<file path="config.mk">
export PLATFORM = sky130hd
export DESIGN_NAME = inst_fetch_mem
export DESIGN_NICKNAME = d
export VERILOG_FILES = /design/src/rtl/inst_fetch_pkg.sv /design/src/rtl/inst_byte_ram.sv /design/src/rtl/inst_fetch_mem.sv
export SDC_FILE = /design/constraint.sdc
export NUM_CORES = 2
export LEC_CHECK = 0
export BUFFER_PORTS_ARGS = -buffer_cell sky130_fd_sc_hd__buf_2
export CORE_MARGIN = 3
export CORE_UTILIZATION = 59
export CTS_CLUSTER_SIZE = 16
export DETAILED_ROUTE_END_ITERATION = 16
export PLACE_DENSITY = 0.72
export SLEW_MARGIN = 10
export SYNTH_ARGS = -nofsm -noshare
export SYNTH_HDL_FRONTEND = slang
export SYNTH_HIERARCHICAL = 1
export SYNTH_SLANG_ARGS = --single-unit
</file>
<file path="constraint.sdc">
create_clock -name clk -period 2.43 [get_ports clk]
set_input_delay 0.1215 -clock clk [delete_from_list [all_inputs] [get_ports clk]]
set_output_delay 0.1215 -clock clk [all_outputs]
set_load 0.05 [all_outputs]
</file>
<file path="src/rtl/inst_fetch_pkg.sv">
// rtl/inst_fetch_pkg.sv - shared constants and types for the instruction fetch memory
package inst_fetch_pkg;

    localparam logic [31:0] NOP_INST_DEFAULT = 32'h0000_0013;

    localparam int FAULT_MISALIGN = 0;
    localparam int FAULT_RANGE    = 1;

    typedef enum logic {
        EMPTY = 1'b0,
        FULL  = 1'b1
    } fetch_state_t;

endpackage

</file>
<file path="src/rtl/inst_byte_ram.sv">
// rtl/inst_byte_ram.sv - byte-writable program RAM with a combinational 32-bit word read
module inst_byte_ram #(
    parameter  int DEPTH_BYTES = 256,
    localparam int AW          = $clog2(DEPTH_BYTES),
    localparam int WORDS       = DEPTH_BYTES / 4,
    localparam int WI          = (WORDS > 1) ? $clog2(WORDS) : 1
) (
    input  logic          clk,
    input  logic          we,
    input  logic [AW-1:0] waddr,
    input  logic [7:0]    wdata,
    input  logic [WI-1:0] rindex,
    output logic [31:0]   rdata
);

    // Word-organised storage so the read is one indexed access; byte lane picks the write target.
    logic [3:0][7:0] mem [WORDS];

    logic [WI-1:0] windex;
    assign windex = WI'(waddr >> 2);

    always_ff @(posedge clk) begin
        if (we) begin
            mem[windex][waddr[1:0]] <= wdata;
        end
    end

    assign rdata = mem[rindex];

endmodule

</file>
<file path="src/rtl/inst_fetch_mem.sv">
// rtl/inst_fetch_mem.sv - registered-read instruction memory with handshake, fault checks and load port
module inst_fetch_mem
    import inst_fetch_pkg::*;
#(
    parameter int          DEPTH_BYTES = 256,
    parameter int          ADDR_W      = 64,
    parameter logic [31:0] NOP_INST    = NOP_INST_DEFAULT
) (
    input  logic              clk,
    input  logic              reset,
    input  logic              Req_Valid,
    output logic              Req_Ready,
    input  logic [ADDR_W-1:0] Inst_Address,
    output logic              Rsp_Valid,
    input  logic              Rsp_Ready,
    output logic [31:0]       Instruction,
    output logic [1:0]        Fault,
    input  logic              Flush,
    input  logic              Load_En,
    input  logic [ADDR_W-1:0] Load_Address,
    input  logic [7:0]        Load_Data,
    output logic [31:0]       Fetch_Count
);

    localparam int AW    = $clog2(DEPTH_BYTES);
    localparam int WORDS = DEPTH_BYTES / 4;
    localparam int WI    = (WORDS > 1) ? $clog2(WORDS) : 1;

    fetch_state_t state;

    logic              accept;
    logic              load_in_range;
    logic [ADDR_W:0]   fetch_last_byte;
    logic [1:0]        fetch_fault;
    logic [WI-1:0]     read_index;
    logic [31:0]       ram_word;
    logic [31:0]       next_instruction;

    // One extra bit keeps a+3 from wrapping near the top of the address space.
    assign fetch_last_byte = {1'b0, Inst_Address} + (ADDR_W+1)'(3);

    always_comb begin
        fetch_fault                 = '0;
        fetch_fault[FAULT_MISALIGN] = |Inst_Address[1:0];
        fetch_fault[FAULT_RANGE]    = fetch_last_byte >= (ADDR_W+1)'(DEPTH_BYTES);
    end

    assign load_in_range = Load_Address < ADDR_W'(DEPTH_BYTES);
    assign read_index    = WI'(Inst_Address[AW-1:0] >> 2);

    inst_byte_ram #(
        .DEPTH_BYTES (DEPTH_BYTES)
    ) u_ram (
        .clk    (clk),
        .we     (Load_En && load_in_range),
        .waddr  (Load_Address[AW-1:0]),
        .wdata  (Load_Data),
        .rindex (read_index),
        .rdata  (ram_word)
    );

    assign next_instruction = (|fetch_fault) ? NOP_INST : ram_word;

    assign Req_Ready = !reset && !Load_En && !Flush && (state == EMPTY || Rsp_Ready);
    assign accept    = Req_Valid && Req_Ready;
    assign Rsp_Valid = (state == FULL);

    always_ff @(posedge clk or posedge reset) begin
        if (reset) begin
            state       <= EMPTY;
            Instruction <= '0;
            Fault       <= '0;
            Fetch_Count <= '0;
        end else if (Flush) begin
            state <= EMPTY;
        end else if (accept) begin
            state       <= FULL;
            Instruction <= next_instruction;
            Fault       <= fetch_fault;
            Fetch_Count <= Fetch_Count + 32'd1;
        end else if (state == FULL && Rsp_Ready) begin
            state <= EMPTY;
        end
    end

endmodule

</file>
# [After elaboration in Yosys (flattened, before gate mapping)]
# Memory sizes are Yosys's and may differ from the RTL's.
# Index checks and enable logic that the tools add are counted.
# W data, S select, Z words.
[classes] addsub=2 order_cmp=4 n_mux=8 bitwise_logic=2 reduce_logical=15
[op_table] op="$add A64 B2 Y65 const B" count=1
[op_table] op="$ge A65 B9 Y1 const B" count=1
[op_table] op="$lt A64 B9 Y1 const B" count=1
[op_table] op="$mux W32" count=2
[op_table] op="$add A32 B1 Y32 const B" count=1
[op_table] op="$demux W8 S2" count=1
[op_table] op="$mux W8" count=1
[op_table] op="$logic_and A1 B1 Y1" count=7
[op_table] op="$mux W1" count=4
[op_table] op="$logic_not A1 Y1" count=3
[op_table] op="$lt A2 B3 Y1 const B" count=1
[op_table] op="$reduce_bool A3 Y1" count=1
[op_table] op="$reduce_or A3 Y1" count=1
[op_table] op="$ge A2 B1 Y1 const B" count=1
[op_table] op="$not A1 Y1" count=2
[op_table] op="$reduce_and A2 Y1" count=1
[op_table] op="$reduce_or A2 Y1" count=1
[op_table] op="$logic_or A1 B1 Y1" count=1
[word_totals] ff_bits=67 ram_bits=2048 out_inout_bits=68 mem_count=1
[mem_list] memory="u_ram.mem" depth=64 width=32 read_ports=1 rd_ports_with_merged_regs=0 write_ports=1 line="inst_byte_ram.sv:17" source="logic [3:0][7:0] mem [WORDS];"

# [Longest topological paths before layout]
[logic_depth] word_depth=7 depth_mapped=12

# [Modules after synthesis]
# The synthesis kept the hierarchy.
[by_module_without_submodules] module="inst_byte_ram" n_inst=1 cells_per_inst=3689 area_per_inst_um2=78963.2 seq_area_each_um2=61499.0
[by_module_without_submodules] module="inst_fetch_mem" n_inst=1 cells_per_inst=550 area_per_inst_um2=4808.4 seq_area_each_um2=1676.6

# [Least setup slack after synthesis]
# Ideal clock, no wire load.
[synth_timing] path_kind="reg-to-reg" start="register state (netlist: Rsp_Valid)" end="register Instruction[0]" setup_ns=0.124 arrival_ns=3.903 t_required_ns=2.306 path_slack_ns=-1.597 stages_incl_launch_ff=10 n_path_buf=1 synth_period_minus_slack_ns=4.027 path_cell_list="dfrtp_1 nor2b_1 nor4_1 nand2_1 a221oi_1 nand4_1 nor4_1 nand4_2 buf_4 o31a_1"
[synth_between] elab_chain_cells=5
[synth_lines] element="start, declared" line="inst_fetch_mem.sv:29" source="fetch_state_t state;"
[synth_lines] element="start signal, assigned" line="inst_fetch_mem.sv:70" source="state <= EMPTY;"
[synth_lines] element="start signal, assigned" line="inst_fetch_mem.sv:75" source="state <= EMPTY;"
[synth_lines] element="start signal, assigned" line="inst_fetch_mem.sv:77" source="state <= FULL;"
[synth_lines] element="$not A1 Y1" line="inst_fetch_mem.sv:64" source="assign Req_Ready = !reset && !Load_En && !Flush && (state == EMPTY || Rsp_Ready);"
[synth_lines] element="$logic_or A1 B1 Y1" line="inst_fetch_mem.sv:64"
[synth_lines] element="$logic_and A1 B1 Y1" line="inst_fetch_mem.sv:64"
[synth_lines] element="net Req_Ready" line="inst_fetch_mem.sv:12" source="output logic Req_Ready,"
[synth_lines] element="$logic_and A1 B1 Y1" line="inst_fetch_mem.sv:65" source="assign accept = Req_Valid && Req_Ready;"
[synth_lines] element="$reduce_and A2 Y1 (no source line)"
[synth_lines] element="end signal, assigned" line="inst_fetch_mem.sv:78" source="Instruction <= next_instruction;"
[synth_lines] element="end, declared" line="inst_fetch_mem.sv:16" source="output logic [31:0] Instruction,"
# The timed path passes the listed nets, and every way through them passes these cells.
# A chain may end at the register's enable or synchronous reset.

# [Worst setup path after layout]
[layout_timing] start="memory u_ram/mem[44][1] (netlist name)" end="register Instruction[1]"
[layout_between] elab_chain_cells=2
[layout_lines] element="start, declared" line="inst_byte_ram.sv:17"
[layout_lines] element="$mem_v2 Z64 W32"
[layout_lines] element="net ram_word[1]" line="inst_fetch_mem.sv:36" source="logic [31:0] ram_word;"
[layout_lines] element="$mux W32" line="inst_fetch_mem.sv:62" source="assign next_instruction = (|fetch_fault) ? NOP_INST : ram_word;"
# The timed path passes the listed nets, and every way through them passes these cells.

==> metrics.yaml <==
rows: 137
yosys-top-cells-area: "sky130_fd_sc_hd__edfxtp_1, sky130_fd_sc_hd__mux4_2, sky130_fd_sc_hd__dfrtp_1"
worst-endpoint-required_ps: 3130
die_h_um: 382.8
tritoncts: "built"
worstRegToRegCells: 8
clkSlewWorstSetupHoldPaths_ps: 60
power.density_cell_area_mw_per_mm2: 752.2
post-synth-top-count-cell: "sky130_fd_sc_hd__edfxtp_1"
tightest_slew_ps: 871.4
maximum_number_of_pins_on_one_net_before_global_route_repair: 105
seqPwrFrac: 0.532
clockPowerShare: 0.407
buffer_ports.inserted: 209
yosysUniqueCellTypes: 73
critical_path.reg2reg.startpoint: "u_ram/mem[44][1]"
drt_pre_antenna_iters: 8
antenna_violating_nets_post_route: 0
r2r_end: "Instruction[1]"
ys.warnings.count: 6
detail_route.wl_per_cell_um: 31.96
power.ir.vdd_worst_mv: 0.7039
worstSkewPairLatency_ps: 820
clock_tree.buffer_depth: 3
last_element_of_the_critical_path: "Instruction[1]"
postLayoutSetupSlackWorst_ps: 12.61
power_mw: 75.33
via_count_of_the_first_global_routing_pass: 47190
synthDominantAreaCellType: "sky130_fd_sc_hd__edfxtp_1"
synth_flop_cell: "sky130_fd_sc_hd__edfxtp_1"
hold_class: "input pin to flop"
initial_utilization: 0.5974
power.switching_mw: 16.29
layout.cells.non_filler: 7222
hold-worst-slack_ps: 76.29
post_synth_inst_count: 4239
htreeDepth: 4
max_slew_margin: 0.4182
power.combinational.fraction: 0.061
ff2ff_setup_slack_ps: 10
synth.yosys.seq_area_share: 0.7541
count_of_pins_over_their_slew_limit: 0
criticalPathCategory: "flop to flop"
fmax_mhz: 413.7
area_delta_synth_final_pct: 19.55
yosys_register_bits: 2115
synthesis.area_per_instance_um2: 19.76
num_vias: 47600
grt_overflow_total: 0
worst_setup_path_start_kind: "flop"
post_route_cells_drive_above_1_share: 0.3542
hold_viol: 0
cell_area_synth_mm2: 0.08377
yosys.area.top_type_share: 0.7341
die_area_mm2: 0.1465
io-pin-count: 210
internal-power_mw: 59.04
final_weighted_congestion_in_routability_driven_placement: 0.9252
synth-edff-count: 2048
clock_sink_count: 2115
synth_common_cells: "sky130_fd_sc_hd__edfxtp_1, sky130_fd_sc_hd__mux4_2, sky130_fd_sc_hd__nor2_1"
place_worst_setup_slack_ps: -710.0
setup_viol: 0
drt-vias-per-instance: 6.590
remaining_drc_errors: 0
post-route-period-util: 0.9948
swShare: 0.2163
timing.critical_path.arrival_ps: 3120
unrepaired_setup_endpoints_after_global_routing: "yes"
grt_antenna_before_repair: 12
cts_inserted_buffers: 204
run_status: "finished, final reports clean"
timing.max_cap.violations: 0
clockRootBuffer: "sky130_fd_sc_hd__clkbuf_16"
wl_mm: 230.8
place.detailed.instances: 6818
async_reset_ff_frac: 0.03168
crit_path_start: "u_ram/mem[44][1]"
filler_cell_count: 8384
synthesized_nets: 4382
static-leakage-power_nw: 33.02
dp_hpwl_mm: 152.2
nets: 5305
post-route-min-period_ps: 2417
die-width_um: 382.8
total_routing_resource_utilization_after_global_routing: 0.3202
grt_pass1_wl_mm: 334.7
detail_route.iter0.violations: 6277
fin_worst_skew_ps: 27.35
placeableCoreArea_mm2: 0.1402
crit_path_max_fanout: 1
setup.worst_path.end_class: "flop"
-- power groups by stage --
stage / logic [mW] / clock network (mW) / registers (mW)
floorplan: 1.92 / 0 / 40.9
global placement: 4.44 / 0 / 40.8
detailed placement: 4.51 / 0 / 40.8
CTS: 4.57 / 31.0 / 40.0
global route: 4.82 / 32.4 / 40.0
finish: 4.62 / 30.7 / 40.0
-- per-layer routing --
metal	vias up	global-route usage	wire length, µm
met3	493	0.07346	26560
li1	19450	-	-
met1	24590	0.4461	83770
met5	-	0.005952	160
met4	8	0.1368	11250
met2	3055	0.4956	109100
-- repair_timing --
action | CTS | global route
buffers inserted | 0 | 0
hold buffers | 14 | 0
resized for setup | 1 | 9
setup endpoints to repair | 3 | 20
endpoints found under the hold margin | 591 | 0
pin swaps | 2 | 1
-- how the worst min path moves through the flow --
stage,from,end,slack (ps),cells after the start
3_5_place_dp,reset,Instruction[14],370,2
3_3_place_gp,reset,Rsp_Valid,370,2
2_1_floorplan,Load_Data[0],u_ram/mem[0][0],220,0
4_1_cts,Inst_Address[33],Instruction[6],7,6
5_1_grt,Inst_Address[33],Instruction[6],70,6
6_report,Inst_Address[33],Instruction[27],80,6
-- registers in the layout, indices dropped and copies added (netlist names) --
signal / cells
u_ram/mem: 2048
Fetch_Count: 32
Instruction: 32
Fault: 2
Rsp_Valid: 1
-- cells in the final DEF, fill, tap and decap left out, types with 14 or more instances in the layout --
master	count
sky130_fd_sc_hd__a22oi_1	65
sky130_fd_sc_hd__clkinv_2	43
sky130_fd_sc_hd__o22ai_1	62
sky130_fd_sc_hd__dlygate4sd3_1	14
sky130_fd_sc_hd__nor2_1	251
sky130_fd_sc_hd__o31ai_2	29
sky130_fd_sc_hd__nor2b_1	34
sky130_fd_sc_hd__nor2_4	29
sky130_fd_sc_hd__mux2i_1	43
sky130_fd_sc_hd__edfxtp_1	2048
sky130_fd_sc_hd__buf_4	631
sky130_fd_sc_hd__xnor2_1	29
sky130_fd_sc_hd__nor3_1	14
sky130_fd_sc_hd__a211oi_1	31
sky130_fd_sc_hd__and4_1	15
sky130_fd_sc_hd__a21oi_1	15
sky130_fd_sc_hd__and3_1	41
sky130_fd_sc_hd__dfrtp_1	66
sky130_fd_sc_hd__o221ai_1	52
sky130_fd_sc_hd__buf_12	119
sky130_fd_sc_hd__nor2_2	33
sky130_fd_sc_hd__clkinv_1	53
sky130_fd_sc_hd__nand3_1	92
sky130_fd_sc_hd__o21ai_0	16
sky130_fd_sc_hd__nand4_1	115
sky130_fd_sc_hd__nor4_1	25
sky130_fd_sc_hd__clkbuf_1	45
sky130_fd_sc_hd__nand2_1	207
sky130_fd_sc_hd__bufinv_16	14
sky130_fd_sc_hd__clkbuf_16	208
sky130_fd_sc_hd__mux4_2	496
sky130_fd_sc_hd__buf_2	197
-- critical path, cell delays in order (launching register included) --
cell,delay (ps)
sky130_fd_sc_hd__edfxtp_1,380
sky130_fd_sc_hd__mux4_2,450
sky130_fd_sc_hd__nor2b_1,150
sky130_fd_sc_hd__a211oi_2,200
sky130_fd_sc_hd__buf_4,170
sky130_fd_sc_hd__o22ai_1,150
sky130_fd_sc_hd__and3_4,250
sky130_fd_sc_hd__nand4b_1,210
sky130_fd_sc_hd__o31a_1,330
-- per-stage QoR --
step / setup TNS, ps / area, µm² / util
2_1_floorplan: -16900 / 84120 / -
3_3_place_gp: -106170 / 93470 / 0.6666
3_5_place_dp: -146580 / 93470 / 0.6666
4_1_cts: 0 / 100100 / 0.7138
5_1_grt: -120.9 / 100100 / 0.7141
6_report: 0 / 100200 / 0.7143
-- cells by family (layout without fill, tap and decap cells) --
kind of cell               Yosys count  after routing  share of synthesized area
buffers and inverters              269           1369                    0.01637
adders and majority gates            1              1                  0.0001493
muxes                              552            552                     0.1402
xor gates and xnor gates            39             39                   0.004077
and+or+nand+nor                    937            937                    0.05419
AOI/OAI and AO/OA                  326            326                    0.03084
other                                0              7                          0
DFF                               2115           2115                     0.7541
-- area by class of cell --
type / count / area (µm²) / share of cell area
sequential: 2115 / 63180 / 0.6308
multi-input combinational: 1855 / 19680 / 0.1965
timing repair buffer: 973 / 8412 / 0.08399
clock buffer: 255 / 5401 / 0.05393
tap: 1876 / 2347 / 0.02344
clock inverter: 128 / 1071 / 0.01069
inverter: 13 / 48.80 / 0.0004872
antenna: 7 / 17.52 / 0.0001749
Note: power is estimated with default switching activity, not from simulation.
